`config.mk`:
```
export PLATFORM = sky130hd
export DESIGN_NAME = issue_controller
export DESIGN_NICKNAME = d
export VERILOG_FILES = /design/src/rtl/issue_controller.sv
export SDC_FILE = /design/constraint.sdc
export NUM_CORES = 1
export LEC_CHECK = 0
export ABC_AREA = 0
export CAP_MARGIN = 20
export CORE_MARGIN = 1
export CORE_UTILIZATION = 55
export DETAILED_ROUTE_END_ITERATION = 8
export DONT_BUFFER_PORTS = 1
export HOLD_SLACK_MARGIN = 0.15
export PLACE_DENSITY = 0.68
export SLEW_MARGIN = 20
export SYNTH_ARGS = -nofsm -noshare
export SYNTH_HDL_FRONTEND = slang
export SYNTH_SLANG_ARGS = --single-unit
```
`constraint.sdc`:
```
create_clock -name clk -period 2.5 [get_ports clk]
set_input_delay 0.5 -clock clk [delete_from_list [all_inputs] [get_ports clk]]
set_output_delay 0.5 -clock clk [all_outputs]
set_load 0.01 [all_outputs]
```
`src/rtl/issue_controller.sv`:
```
// In-order issue/sequencing controller: decoder handshake, EX (ALU or load), WB, forwarding.
// Optional build macro MEM_TIMEOUT_EN aborts loads that wait TIMEOUT EX cycles without mem_ack.
module issue_controller #(
    parameter int STALL_W = 8,
    parameter int TIMEOUT = 16
) (
    input  logic               clk,
    input  logic               rst,
    input  logic               in_valid,
    output logic               in_ready,
    input  logic [1:0]         in_op,
    input  logic [2:0]         in_rs1,
    input  logic [2:0]         in_rs2,
    input  logic [2:0]         in_rd,
    input  logic               in_regwrite,
    output logic               ex_valid,
    output logic               ex_aluop,
    output logic [2:0]         ex_rs1,
    output logic [2:0]         ex_rs2,
    output logic [2:0]         ex_rd,
    output logic               fwd_rs1,
    output logic               fwd_rs2,
    output logic               mem_req,
    input  logic               mem_ack,
    output logic               wb_valid,
    output logic               wb_we,
    output logic [2:0]         wb_rd,
    output logic               wb_sel,
    output logic [STALL_W-1:0] stall_cycles,
    output logic               mem_err
);

    localparam logic [1:0] OP_ADD  = 2'b01;
    localparam logic [1:0] OP_LOAD = 2'b10;
    localparam logic [1:0] OP_NOP  = 2'b11;
    localparam logic [STALL_W-1:0] STALL_MAX = {STALL_W{1'b1}};
    localparam logic [STALL_W-1:0] STALL_ONE = {{(STALL_W-1){1'b0}}, 1'b1};

    logic               ex_valid_r;
    logic [1:0]         ex_op_r;
    logic [2:0]         ex_rs1_r;
    logic [2:0]         ex_rs2_r;
    logic [2:0]         ex_rd_r;
    logic               ex_wr_r;
    logic               wb_valid_r;
    logic               wb_wr_r;
    logic [2:0]         wb_rd_r;
    logic               wb_sel_r;
    logic [STALL_W-1:0] stall_r;

    logic ex_is_load_s;
    logic expire_s;
    logic ex_done_s;
    logic accept_s;
    logic wb_we_s;

    assign ex_is_load_s = ex_valid_r & (ex_op_r == OP_LOAD);
    assign ex_done_s    = ex_valid_r & (~ex_is_load_s | mem_ack | expire_s);
    assign accept_s     = in_valid & in_ready;
    assign wb_we_s      = wb_valid_r & wb_wr_r;

`ifdef MEM_TIMEOUT_EN
    localparam int CNT_W = $clog2(TIMEOUT + 1);
    localparam logic [CNT_W-1:0] CNT_LAST = CNT_W'(TIMEOUT - 1);
    localparam logic [CNT_W-1:0] CNT_ONE  = {{(CNT_W-1){1'b0}}, 1'b1};

    logic [CNT_W-1:0] tmo_cnt_r;
    logic             mem_err_r;

    // An ack arriving on the expiry cycle wins, so expiry is gated by ~mem_ack.
    assign expire_s = ex_is_load_s & ~mem_ack & (tmo_cnt_r == CNT_LAST);

    // Load wait counter and sticky timeout flag.
    always_ff @(posedge clk) begin
        if (rst) begin
            tmo_cnt_r <= {CNT_W{1'b0}};
            mem_err_r <= 1'b0;
        end else begin
            if (~ex_is_load_s | ex_done_s) begin
                tmo_cnt_r <= {CNT_W{1'b0}};
            end else begin
                tmo_cnt_r <= tmo_cnt_r + CNT_ONE;
            end
            mem_err_r <= mem_err_r | expire_s;
        end
    end

    assign mem_err = mem_err_r;
`else
    assign expire_s = 1'b0;
    assign mem_err  = 1'b0 & (TIMEOUT > 0);
`endif

    // EX and WB pipeline registers.
    always_ff @(posedge clk) begin
        if (rst) begin
            ex_valid_r <= 1'b0;
            ex_op_r    <= 2'b00;
            ex_rs1_r   <= 3'b000;
            ex_rs2_r   <= 3'b000;
            ex_rd_r    <= 3'b000;
            ex_wr_r    <= 1'b0;
            wb_valid_r <= 1'b0;
            wb_wr_r    <= 1'b0;
            wb_rd_r    <= 3'b000;
            wb_sel_r   <= 1'b0;
        end else begin
            if (accept_s) begin
                ex_valid_r <= 1'b1;
                ex_op_r    <= in_op;
                ex_rs1_r   <= in_rs1;
                ex_rs2_r   <= in_rs2;
                ex_rd_r    <= in_rd;
                ex_wr_r    <= in_regwrite & (in_op != OP_NOP);
            end else if (ex_done_s) begin
                ex_valid_r <= 1'b0;
            end
            wb_valid_r <= ex_done_s;
            if (ex_done_s) begin
                wb_wr_r  <= ex_wr_r & ~expire_s;
                wb_rd_r  <= ex_rd_r;
                wb_sel_r <= ex_is_load_s;
            end
        end
    end

    // Saturating count of cycles the decoder is held off.
    always_ff @(posedge clk) begin
        if (rst) begin
            stall_r <= {STALL_W{1'b0}};
        end else if (in_valid & ~in_ready & (stall_r != STALL_MAX)) begin
            stall_r <= stall_r + STALL_ONE;
        end else begin
            stall_r <= stall_r;
        end
    end

    assign in_ready     = ~ex_valid_r | ex_done_s;
    assign ex_valid     = ex_valid_r;
    assign ex_aluop     = ex_valid_r & (ex_op_r == OP_ADD);
    assign ex_rs1       = ex_rs1_r;
    assign ex_rs2       = ex_rs2_r;
    assign ex_rd        = ex_rd_r;
    assign mem_req      = ex_is_load_s;
    assign wb_valid     = wb_valid_r;
    assign wb_we        = wb_we_s;
    assign wb_rd        = wb_rd_r;
    assign wb_sel       = wb_sel_r;
    assign fwd_rs1      = ex_valid_r & wb_we_s & (wb_rd_r == ex_rs1_r);
    assign fwd_rs2      = ex_valid_r & wb_we_s & (wb_rd_r == ex_rs2_r);
    assign stall_cycles = stall_r;

endmodule

```
# After elaboration in Yosys (flattened, before gate mapping)
# Index checks and enable logic that the tools add are counted.
[totals]
inputBits = 16
out_inout_bits = 30
wordCells = 37
register_bits = 27
[op_classes]
n_reduce_logical = 1
bitwise = 16
eq_ne = 6
add_sub_neg = 1
muxes = 2
[op_table]
columns = ["op", "count"]
rows = [
  ["1-bit AND", 11],
  ["8-bit by 1-bit adder with 8-bit output (second input constant)", 1],
  ["8-bit inequality test (second input constant)", 1],
  ["3-bit equality test", 2],
  ["1-bit inverter", 3],
  ["2-bit by 1-bit equality test with 1-bit output (second input constant)", 1],
  ["2-bit equality test (second input constant)", 1],
  ["1-bit 2-to-1 mux", 2],
  ["2-bit inequality test (second input constant)", 1],
  ["1-bit bitwise OR", 2],
  ["2-bit nonzero test", 1],
]

# Longest topological paths before layout
# Gate-level depths: netlist of the first run.
[depth]
word_depth = 9
ltp_mapped = 7
ltp_nobuf = 5

# Worst setup path after synthesis of the first run
# OpenSTA, ideal clock, no wires.
[synth_timing]
kind = "input-to-reg"
startpoint = "input port mem_ack"
endpoint = "register stall_r[3] (netlist: stall_cycles[3])"
arrival_ns = 1.572
setup_slack_ns = 0.858
path_buffers = 1
setup_time_ns = 0.070
path_stages = 5
required_ns = 2.430
path_cell_list = "and4bb_4 o311ai_2 buf_4 or3_1 a21oi_1"
[synth_between]
elab_chain_len = 6
[synth_rtl]
columns = ["element", "line_no", "rtl"]
rows = [
  ["start, declared", "24", "input logic mem_ack,"],
  ["1-bit bitwise OR", "58", "assign ex_done_s = ex_valid_r & (~ex_is_load_s | mem_ack | expire_s);"],
  ["1-bit AND", "58", ""],
  ["1-bit bitwise OR", "138", "assign in_ready = ~ex_valid_r | ex_done_s;"],
  ["1-bit inverter", "131", "end else if (in_valid & ~in_ready & (stall_r != STALL_MAX)) begin"],
  ["1-bit AND (2 in a row)", "131", ""],
  ["end signal, assigned", "130", "stall_r <= {STALL_W{1'b0}};"],
  ["end signal, assigned", "132", "stall_r <= stall_r + STALL_ONE;"],
  ["end signal, assigned", "134", "stall_r <= stall_r;"],
  ["end, declared", "49", "logic [STALL_W-1:0] stall_r;"],
]
# Every way passes these cells.
# A chain may end at the register's enable or synchronous reset.

# Worst setup path in the final report of the first run
[layout_timing]
startpoint = "register wb_valid_r (netlist: wb_valid)"
endpoint = "output port fwd_rs2"
[layout_between]
elab_chain_len = 3
[layout_rtl]
columns = ["element", "line_no", "rtl"]
rows = [
  ["start, declared", "45", "logic wb_valid_r;"],
  ["start signal, assigned", "118", "wb_valid_r <= ex_done_s;"],
  ["1-bit AND", "60", "assign wb_we_s = wb_valid_r & wb_wr_r;"],
  ["named net wb_we", "26", "output logic wb_we,"],
  ["1-bit AND (2 in a row)", "150", "assign fwd_rs2 = ex_valid_r & wb_we_s & (wb_rd_r == ex_rs2_r);"],
  ["end, declared", "22", "output logic fwd_rs2,"],
]
# The timed path passes the listed nets, and every way through them passes these cells.

==> results.py, run 1 <==
metrics = {
    "status": {
        "outcome": "completed",
    },
    "timing": {
        "tns_ns": 0,
        "finalSetupViolCount": 0,
        "hold-worst-slack_ns": 0.236,
        "timing_hold_violations_final": 0,
        "final.setup.worst_slack_ns": 0.486,
        "final_max_slew_viol_count": 0,
        "maxSlewHeadroom": 0.510,
        "post-route-period-util": 0.806,
        "achievable-frequency_ghz": 0.496,
        "worst_slew_pin_tran_ns": 0.734,
        "final_period_minus_worst_setup_slack_ns": 2.01,
        "grt_setup_unrepaired": "false",
        "setup_skew_ns": 0.00235,
    },
    "hold_path": {
        "hold_worst_path_end": "ex_rs2[1]",
        "holdCritPathClass": "input pin to flip-flop",
        "min_delay_path_depth": 1,
        "holdCritStartpoint": "rst",
    },
    "cts": {
        "ctsHoldBuffers": 0,
        "cts.reportedPaths.clkPinSlew_ns": 0.14,
        "clock_tree.root_cell": "sky130_fd_sc_hd__clkbuf_4",
        "max-clock-path-buffers": 2,
        "clock_insertion_delay_worst_skew_ns": 0.31,
        "cts_buffers": 3,
        "clock_sink_count": 27,
        "tritoncts_clock_tree": "built",
        "ctsHtreeMaxLevel": 1,
        "cts_setup_buffers": 0,
        "cts-resized-gates": 0,
    },
    "setup_path": {
        "critical_path_required_ns": 2.00,
        "worst_r2r_startpoint": "stall_cycles[0]",
        "cp_data_arrival_time_ns": 1.51,
        "critical_path.startpoint_type": "flip-flop",
        "timing.critical_path.to_type": "output pin",
        "rr_endpoint": "stall_cycles[4]",
        "worstSetupPathType": "flip-flop to output pin",
        "reg2reg_setup_slack_ns": 0.66,
        "reg2regPathDepth": 5,
        "cp_max_fo": 2,
    },
    "cells_and_area": {
        "diodes": 0,
        "final_net_count": 159,
        "fillerInstances": 193,
        "drive_above_1_share": 0.0567,
        "post_route_cell_area_sq_mm": 0.00118,
        "seqCellArea_sq_um": 541,
        "multi_input_comb_area_sq_um": 553,
        "area_delta_synth_final_pct": 2.94,
        "layout.core_utilization": 0.603,
    },
    "synthesis": {
        "synth-seq-area-share": 0.470,
        "synth_area_leader_cell": "sky130_fd_sc_hd__dfxtp_1",
        "synth_area_per_cell_sq_um": 8.04,
        "synth_cell_types": 26,
        "yosys_register_bits": 27,
        "syn_inst": 143,
        "mappedNetlistNets": 160,
        "ys_warn_count": 0,
        "synth_area_sq_mm": 0.00115,
        "synth_area_leaders": "sky130_fd_sc_hd__dfxtp_1, sky130_fd_sc_hd__nand2_1, sky130_fd_sc_hd__a21oi_1, sky130_fd_sc_hd__xor2_1, sky130_fd_sc_hd__nand3_1",
        "synth_top_area_share": 0.470,
    },
    "grt": {
        "initial_antenna_violation_count": 0,
        "grt_first_pass_wirelength_mm": 3.24,
        "largest_net_degree_at_the_start_of_global_routing": 28,
        "number_of_global_route_vias_before_repair": 768,
        "grt.total_usage": 0.204,
        "grt_remaining_overflow": 0,
    },
    "job": {
        "cap_viol_max_count": 0,
    },
    "routing": {
        "routedWlPerCell_microns": 13.6,
        "drt_drc_violations_left": 0,
        "route.vias.total": 941,
        "drt-total-wl_mm": 2.28,
        "ant_nets": 0,
        "dr.first_iter.drc_count": 11,
        "first_pass_iters": 4,
        "via_per_inst": 5.60,
    },
    "die": {
        "io_pins": 46,
        "floorplan.die.width_microns": 47.7,
        "die_height_microns": 47.7,
        "die-area_sq_mm": 0.00228,
        "std_cell_rows": 16,
        "placeableCoreArea_sq_mm": 0.00196,
        "initial_core_util": 0.586,
    },
    "pwr": {
        "intPower_w": 0.000523,
        "comb_power_share": 0.060,
        "power.ir.vdd_worst_mv": 0.391,
        "seqPwrFrac": 0.676,
        "p_sw_w": 0.000161,
        "p_leak_nw": 0.445,
        "p_per_area_mw_per_mm2": 578,
        "netSwitchingFraction": 0.235,
        "share_clk_of_total_power": 0.264,
    },
    "placed_design": {
        "last_weighted_congestion_value_of_the_routability_driven_placer": 0.787,
        "place_ws_ns": 0.614,
        "hpwlAfterDp_mm": 1.72,
        "postPlaceCellArea_sq_mm": 0.00116,
        "port_buffers": 0,
    },
}
## worst max-delay path by stage
stage,end,startpoint,cells past startpoint
after floorplan,stall_cycles[3],mem_ack,5
after global placement,stall_cycles[7],mem_ack,4
after detailed placement,stall_cycles[7],mem_ack,4
after CTS,fwd_rs2,wb_valid,3
after global routing,fwd_rs2,wb_valid,3
final,fwd_rs2,wb_valid,3
## cells in the final DEF (no fill, tap or decap)
cell                       instances
sky130_fd_sc_hd__buf_4             2
sky130_fd_sc_hd__nand3_1           8
sky130_fd_sc_hd__mux2i_1           1
sky130_fd_sc_hd__and2_1            1
sky130_fd_sc_hd__a22oi_1           1
sky130_fd_sc_hd__dfxtp_1          27
sky130_fd_sc_hd__a31oi_1           1
sky130_fd_sc_hd__xor2_1            7
sky130_fd_sc_hd__o31ai_1           2
sky130_fd_sc_hd__and4bb_4          1
sky130_fd_sc_hd__nand2_1          36
sky130_fd_sc_hd__nor2_1            7
sky130_fd_sc_hd__inv_1             3
sky130_fd_sc_hd__a21oi_1          22
sky130_fd_sc_hd__o311ai_2          1
sky130_fd_sc_hd__or4_1             2
sky130_fd_sc_hd__ha_1              1
sky130_fd_sc_hd__nor4_1            3
sky130_fd_sc_hd__clkbuf_4          3
sky130_fd_sc_hd__nand4_1           1
sky130_fd_sc_hd__clkbuf_1          1
sky130_fd_sc_hd__o21a_1            1
sky130_fd_sc_hd__conb_1            1
sky130_fd_sc_hd__o21ai_0           4
sky130_fd_sc_hd__or3_1             3
sky130_fd_sc_hd__inv_2             1
## cell type report
cell class / count / share of cell area
inverters: 4 / 0.0127
multi-input cells: 104 / 0.467
well taps: 27 / 0.0285
flip-flops and latches: 27 / 0.457
repair buffers: 2 / 0.0127
clock buffers: 4 / 0.0222
## per-layer routing
metal,vias up,part of all wire,GRT usage
li1,480,-,-
met1,435,0.41,0.232
met2,24,0.51,0.351
met3,2,0.072,0.0642
met4,0,0.0057,0.0833
met5,-,0,0
## worst max-delay path, stage by stage, from the launching register on
cell and delay, ns:
sky130_fd_sc_hd__dfxtp_1 0.40, sky130_fd_sc_hd__and2_1 0.22, sky130_fd_sc_hd__nand2_1 0.10, sky130_fd_sc_hd__nor4_1 0.50
## registers in the layout, summed over array words and instances (netlist names)
register	count
wb_rd	3
ex_wr_r	1
ex_valid	1
ex_rs1	3
ex_op_r	2
wb_wr_r	1
ex_rd	3
wb_valid	1
wb_sel	1
stall_cycles	8
ex_rs2	3
## through the flow
stage	std cells	power [W]
6_report	168	0.000684
5_1_grt	168	0.000710
4_1_cts	168	0.000689
3_5_place_dp	164	0.000513
3_3_place_gp	164	0.000511
2_1_floorplan	143	0.000509
## power by group through the flow
| stage | Combinational, W | Sequential [W] | Clock, W |
|---|---|---|---|
| floorplan | 0.0000399 | 0.000469 | 0 |
| global placement | 0.0000399 | 0.000472 | 0 |
| detailed placement | 0.0000413 | 0.000472 | 0 |
| CTS | 0.0000415 | 0.000462 | 0.000185 |
| global route | 0.0000469 | 0.000465 | 0.000198 |
| finish | 0.0000410 | 0.000462 | 0.000181 |
## cell families after synthesis
logic type | Yosys count | share of synthesized area
mux | 1 | 0.00871
simple gates | 62 | 0.246
other cells | 1 | 0.00326
compound gates | 32 | 0.159
buf+inv | 12 | 0.0490
xor+xnor | 7 | 0.0533
fa+ha+maj | 1 | 0.0109
flops | 27 | 0.470
## cells in the mapped netlist
library cell and instances:
sky130_fd_sc_hd__a22oi_1 1, sky130_fd_sc_hd__inv_2 1, sky130_fd_sc_hd__or4_1 2, sky130_fd_sc_hd__nor2_1 7, sky130_fd_sc_hd__and2_1 1, sky130_fd_sc_hd__nand2_1 36
sky130_fd_sc_hd__o31ai_1 2, sky130_fd_sc_hd__inv_1 3, sky130_fd_sc_hd__or3_1 3, sky130_fd_sc_hd__dfxtp_1 27, sky130_fd_sc_hd__ha_1 1, sky130_fd_sc_hd__clkbuf_1 4
sky130_fd_sc_hd__buf_1 1, sky130_fd_sc_hd__buf_4 3, sky130_fd_sc_hd__a21oi_1 22, sky130_fd_sc_hd__nand3_1 8, sky130_fd_sc_hd__xor2_1 7, sky130_fd_sc_hd__and4bb_4 1
sky130_fd_sc_hd__mux2i_1 1, sky130_fd_sc_hd__o311ai_2 1, sky130_fd_sc_hd__o21ai_0 4, sky130_fd_sc_hd__o21a_1 1, sky130_fd_sc_hd__nand4_1 1, sky130_fd_sc_hd__nor4_1 3
sky130_fd_sc_hd__conb_1 1, sky130_fd_sc_hd__a31oi_1 1
(Power assumes the default switching activity.)
==> run 2, diff against run 1 <==
Settings changed: CORE_UTILIZATION 55 to 54, PLACE_DENSITY 0.68 to 0.7.
Clock period 2.5 ns to 1.7 ns, I/O delays scaled along.
==> run 2 against run 1 <==
  * Cell count increased by 13%
  * First-iteration DRC count rose by 55%
  * Non-clock buffer count up 22
  * Combinational power up 140%
  * Clock skew rose by 0.0023 ns
  * Clock power rose by 52%
  * Die area is 1.8% higher
  * Wire length increased by 8.5%
  * Critical path type unchanged
  * Critical endpoint unchanged
==> results.py, run 2 (synthesis results as in run 1) <==
metrics = {
    "cts": {
        "clock_tree.root_cell": "sky130_fd_sc_hd__clkbuf_4",
        "max-clock-path-buffers": 2,
        "cts.reportedPaths.clkPinSlew_ns": 0.15,
        "tritoncts_clock_tree": "built",
        "cts_buffers": 3,
        "cts_setup_buffers": 0,
        "clock_sink_count": 27,
        "clock_insertion_delay_worst_skew_ns": 0.32,
        "ctsHtreeMaxLevel": 1,
    },
    "timing": {
        "achievable-frequency_ghz": 0.603,
        "final_max_slew_viol_count": 0,
        "post-route-period-util": 0.976,
        "tns_ns": 0,
        "grt_setup_unrepaired": "true",
        "maxSlewHeadroom": 0.350,
        "timing_hold_violations_final": 0,
        "final_period_minus_worst_setup_slack_ns": 1.66,
        "setup_skew_ns": 0.00461,
        "worst_slew_pin_tran_ns": 0.972,
        "finalSetupViolCount": 0,
    },
    "grt": {
        "grt_remaining_overflow": 0,
        "number_of_global_route_vias_before_repair": 827,
        "initial_antenna_violation_count": 0,
        "grt.total_usage": 0.212,
        "largest_net_degree_at_the_start_of_global_routing": 28,
        "grt_first_pass_wirelength_mm": 3.44,
    },
    "die": {
        "die_height_microns": 48.1,
        "io_pins": 46,
        "die-area_sq_mm": 0.00232,
        "initial_core_util": 0.580,
        "floorplan.die.width_microns": 48.1,
        "placeableCoreArea_sq_mm": 0.00198,
        "std_cell_rows": 16,
    },
    "setup_path": {
        "endpoint": "fwd_rs2",
        "timing.critical_path.to_type": "output pin",
        "critPathLaunch": "wb_rd[0]",
        "critical_path.startpoint_type": "flip-flop",
        "reg2reg_setup_slack_ns": 0.11,
        "cp_data_arrival_time_ns": 1.32,
        "critical_path_required_ns": 1.36,
        "cp_max_fo": 4,
        "worst_r2r_startpoint": "ex_op_r[0]",
        "rr_endpoint": "stall_cycles[3]",
        "worstSetupPathType": "flip-flop to output pin",
        "reg2regPathDepth": 5,
    },
    "routing": {
        "route.vias.total": 1042,
        "via_per_inst": 5.48,
        "routedWlPerCell_microns": 13.0,
        "drt-total-wl_mm": 2.47,
        "dr.first_iter.drc_count": 17,
        "ant_nets": 0,
        "drt_drc_violations_left": 0,
        "first_pass_iters": 4,
    },
    "placed_design": {
        "post_placement_cell_count": 174,
        "port_buffers": 0,
        "last_weighted_congestion_value_of_the_routability_driven_placer": 0.749,
        "hpwlAfterDp_mm": 1.74,
    },
    "cells_and_area": {
        "highest_count_cells_in_the_layout_ignoring_fill_and_taps": "sky130_fd_sc_hd__nand2_1, sky130_fd_sc_hd__a21oi_1, sky130_fd_sc_hd__dfxtp_1",
        "final-instance-count-excl-fill": 190,
        "diodes": 0,
        "final_common_cell": "sky130_fd_sc_hd__nand2_1",
        "drive_above_1_share": 0.190,
        "largest_register_ffs": 8,
        "fillerInstances": 156,
        "final_net_count": 181,
        "area_delta_synth_final_pct": 23.7,
        "layout.core_utilization": 0.718,
    },
    "pwr": {
        "power.ir.vdd_worst_mv": 0.563,
        "p_per_area_mw_per_mm2": 740,
        "p_leak_nw": 0.560,
    },
    "job": {
        "cap_viol_max_count": 0,
    },
    "status": {
        "outcome": "completed",
    },
    "hold_path": {
        "holdCritStartpoint": "in_regwrite",
        "holdCritPathClass": "input pin to flip-flop",
    },
}
-- run 2: per-stage QoR --
stage | setup WS (ns) | hold WS (ns) | total power [W] | cell area, sq um
global route | -0.0688 | 0.166 | 0.00110 | 1420
finish | 0.0403 | 0.168 | 0.00105 | 1420
detailed placement | 0.104 | 0.413 | 0.000756 | 1230
floorplan | 0.113 | 0.432 | 0.000749 | 1150
global placement | 0.167 | 0.412 | 0.000752 | 1230
CTS | 0.00469 | 0.163 | 0.00106 | 1400
-- run 2: worst min path at each step --
stage / cells past startpoint / end / slack, ns
5_1_grt: 2 / ex_wr_r / 0.17
2_1_floorplan: 2 / wb_wr_r / 0.43
3_5_place_dp: 1 / ex_valid / 0.41
6_report: 2 / ex_wr_r / 0.17
3_3_place_gp: 1 / ex_rs2[1] / 0.41
4_1_cts: 2 / ex_wr_r / 0.16
-- run 2: critical path: stages (launching register included) --
cell	delay (ns)
sky130_fd_sc_hd__dfxtp_2	0.39
sky130_fd_sc_hd__xor2_1	0.17
sky130_fd_sc_hd__nor4_2	0.28
sky130_fd_sc_hd__buf_4	0.16
-- run 2: repair_timing --
| item | CTS | global route |
|---|---|---|
| gates resized for setup | 7 | 8 |
| hold buffers | 12 | 0 |
| pin swaps | 2 | 0 |
| hold endpoints to repair | 27 | 0 |
| setup endpoints to repair | 2 | 3 |
-- run 2: layer usage --
layer  vias up  global-route usage  share of wire
li1        528                   -              -
met1       468               0.280           0.46
met2        44               0.339           0.46
met3         2              0.0444          0.065
met4         0              0.0833         0.0049
met5         -                   0              0
-- run 2: layout make-up --
cell class / count / area (sq um) / area share
repair buffers: 24 / 214 / 0.150
clock buffers: 3 / 22.5 / 0.0158
flip-flops and latches: 27 / 554 / 0.390
multi-input cells: 104 / 578 / 0.406
well taps: 27 / 33.8 / 0.0237
clock inverters: 1 / 5.00 / 0.00352
inverters: 4 / 15.0 / 0.0106
-- run 2: power breakdown --
group          leakage, nW  internal [W]  switching (W)
clock               0.0177     0.0000881       0.000187
sequential           0.224      0.000654      0.0000261
combinational        0.318     0.0000442      0.0000525
==> run 3, diff against run 2 <==
Settings changed: CELL_PAD_IN_SITES_DETAIL_PLACEMENT set to 2, CELL_PAD_IN_SITES_GLOBAL_PLACEMENT set to 2, CORE_UTILIZATION 54 to 29, CTS_CLUSTER_DIAMETER set to 200, PLACE_DENSITY 0.7 to 0.69.
==> run 3 against run 2 <==
  * Fmax down 0.88%
  * Core utilization down 35 points
  * Hold slack better by 0.022 ns
  * Critical endpoint is now stall_cycles[7]
  * Highest routed layer unchanged
==> results.py, run 3 (synthesis results as in run 1) <==
metrics = {
    "die": {
        "initial_core_util": 0.307,
        "floorplan.die.width_microns": 65.0,
        "die_height_microns": 65.0,
        "placeableCoreArea_sq_mm": 0.00374,
        "die-area_sq_mm": 0.00422,
        "io_pins": 46,
        "std_cell_rows": 22,
    },
    "grt": {
        "grt-busiest-layer": "met2",
        "grt_remaining_overflow": 0,
        "number_of_global_route_vias_before_repair": 1183,
        "global_route.usage.met2": 0.302,
        "globalRouteMet3Util": 0.0370,
        "groute.layer.met1.usage": 0.220,
        "grt_first_pass_wirelength_mm": 5.71,
        "largest_net_degree_at_the_start_of_global_routing": 27,
        "grt.total_usage": 0.175,
        "initial_antenna_violation_count": 0,
    },
    "cts": {
        "clock_insertion_delay_worst_skew_ns": 0.27,
        "max-clock-path-buffers": 2,
        "tritoncts_clock_tree": "built",
        "ctsHtreeMaxLevel": 1,
        "clock_tree.root_cell": "sky130_fd_sc_hd__clkbuf_8",
        "cts_buffers": 3,
        "clock_sink_count": 27,
        "cts.reportedPaths.clkPinSlew_ns": 0.10,
    },
    "timing": {
        "timing_hold_violations_final": 0,
        "finalSetupViolCount": 0,
        "grt_setup_unrepaired": "true",
        "post-route-period-util": 0.985,
        "final.setup.worst_slack_ns": 0.0256,
        "worst_slew_pin_tran_ns": 1.01,
        "setup_skew_ns": 0.00225,
        "achievable-frequency_ghz": 0.597,
        "maxSlewHeadroom": 0.324,
        "final_max_slew_viol_count": 0,
        "final_period_minus_worst_setup_slack_ns": 1.67,
        "tns_ns": 0,
    },
    "routing": {
        "first_pass_iters": 3,
        "via_per_inst": 5.17,
        "routedWlPerCell_microns": 17.7,
        "ant_nets": 0,
        "dr.first_iter.drc_count": 25,
        "route.vias.total": 1054,
        "drt-total-wl_mm": 3.62,
        "drt_drc_violations_left": 0,
    },
    "setup_path": {
        "critical_path.startpoint_type": "flip-flop",
        "cp_data_arrival_time_ns": 1.87,
        "reg2regPathDepth": 4,
        "list_of_cells_traversed_by_the_critical_path": "and4bb_4 -> o311ai_4 -> or4_1 -> a21oi_1",
        "critical_path_required_ns": 1.89,
        "critical-path-slowest-cell": "sky130_fd_sc_hd__or4_1",
        "worstSetupPathType": "flip-flop to flip-flop",
        "timing.critical_path.to_type": "flip-flop",
        "cp_max_fo": 5,
        "critPathMaxStageDelay_ns": 0.54,
    },
    "hold_path": {
        "holdCritPathClass": "input pin to flip-flop",
        "min_delay_path_depth": 2,
    },
    "cells_and_area": {
        "largest_register_ffs": 8,
        "area_delta_synth_final_pct": 20.7,
        "diodes": 0,
        "multi_input_comb_area_sq_um": 583,
        "highest_count_cells_in_the_layout_ignoring_fill_and_taps": "sky130_fd_sc_hd__nand2_1, sky130_fd_sc_hd__a21oi_1, sky130_fd_sc_hd__dfxtp_1",
        "final_common_cell": "sky130_fd_sc_hd__nand2_1",
        "fillerInstances": 454,
        "seqCellArea_sq_um": 548,
        "final_net_count": 174,
        "drive_above_1_share": 0.218,
    },
    "status": {
        "outcome": "completed",
    },
    "pwr": {
        "p_per_area_mw_per_mm2": 827,
        "p_leak_nw": 0.532,
        "power.ir.vdd_worst_mv": 0.255,
    },
    "placed_design": {
        "port_buffers": 0,
        "last_weighted_congestion_value_of_the_routability_driven_placer": 0.695,
        "hpwlAfterDp_mm": 2.57,
        "place_ws_ns": 0.122,
    },
    "job": {
        "cap_viol_max_count": 0,
    },
}
-- run 3: path summary, 6_finish.rpt --
check | from | end | slack, ns
max | ex_op_r[0] | stall_cycles[7] | 0.03
min | in_rd[1] | ex_rd[1] | 0.19
max reg2reg | ex_op_r[0] | stall_cycles[7] | 0.03
min reg2reg | ex_wr_r | ex_wr_r | 0.47
-- run 3: repair_timing --
action | in CTS | in global routing
setup buffers | 0 | 0
endpoints found under the hold margin | 26 | 0
gates resized for setup | 3 | 11
cloned | 0 | 2
pin swaps | 1 | 2
setup endpoints to repair | 2 | 8
hold buffers | 1 | 0
-- run 3: area by class of cell --
class / count / share of cell area
Multi-Input combinational cell: 104 / 0.420
Sequential cell: 27 / 0.395
Timing Repair Buffer: 17 / 0.0956
Tap cell: 48 / 0.0433
Clock buffer: 3 / 0.0298
Inverter: 4 / 0.0108
Clock inverter: 1 / 0.00541
-- run 3: critical path: cells and delay by family (launching register included) --
| family | cells | cell delay, ns |
|---|---|---|
| AND/OR/NAND/NOR | 2 | 0.91 |
| flip-flops | 1 | 0.37 |
| AO/OA/AOI/OAI | 2 | 0.32 |
-- run 3: per-layer routing --
metal | routed length (microns) | vias up | share of wire
met1 | 1630 | 511 | 0.45
met5 | 0 | - | 0
met3 | 184 | 4 | 0.051
met4 | 29 | 0 | 0.0080
met2 | 1770 | 30 | 0.49
li1 | - | 509 | -
-- run 3: report_power, final --
| group | internal, W | switching (W) | leakage [nW] |
|---|---|---|---|
| combinational | 0.0000291 | 0.0000534 | 0.287 |
| clock | 0.000166 | 0.000217 | 0.0217 |
| sequential | 0.000654 | 0.0000275 | 0.223 |
| total | 0.000849 | 0.000298 | 0.532 |
-- run 3: stage by stage --
| step | cells | instance area (sq um) | util | total power, W | hold slack (ns) |
|---|---|---|---|---|---|
| 4_1_cts | 202 | 1340 | 0.358 | 0.00116 | 0.186 |
| 5_1_grt | 204 | 1390 | 0.371 | 0.00120 | 0.182 |
| 3_3_place_gp | 197 | 1270 | 0.340 | 0.000757 | 0.414 |
| 3_5_place_dp | 197 | 1270 | 0.340 | 0.000763 | 0.418 |
| 2_1_floorplan | 143 | 1150 | - | 0.000749 | 0.432 |
| 6_report | 204 | 1390 | 0.371 | 0.00115 | 0.190 |
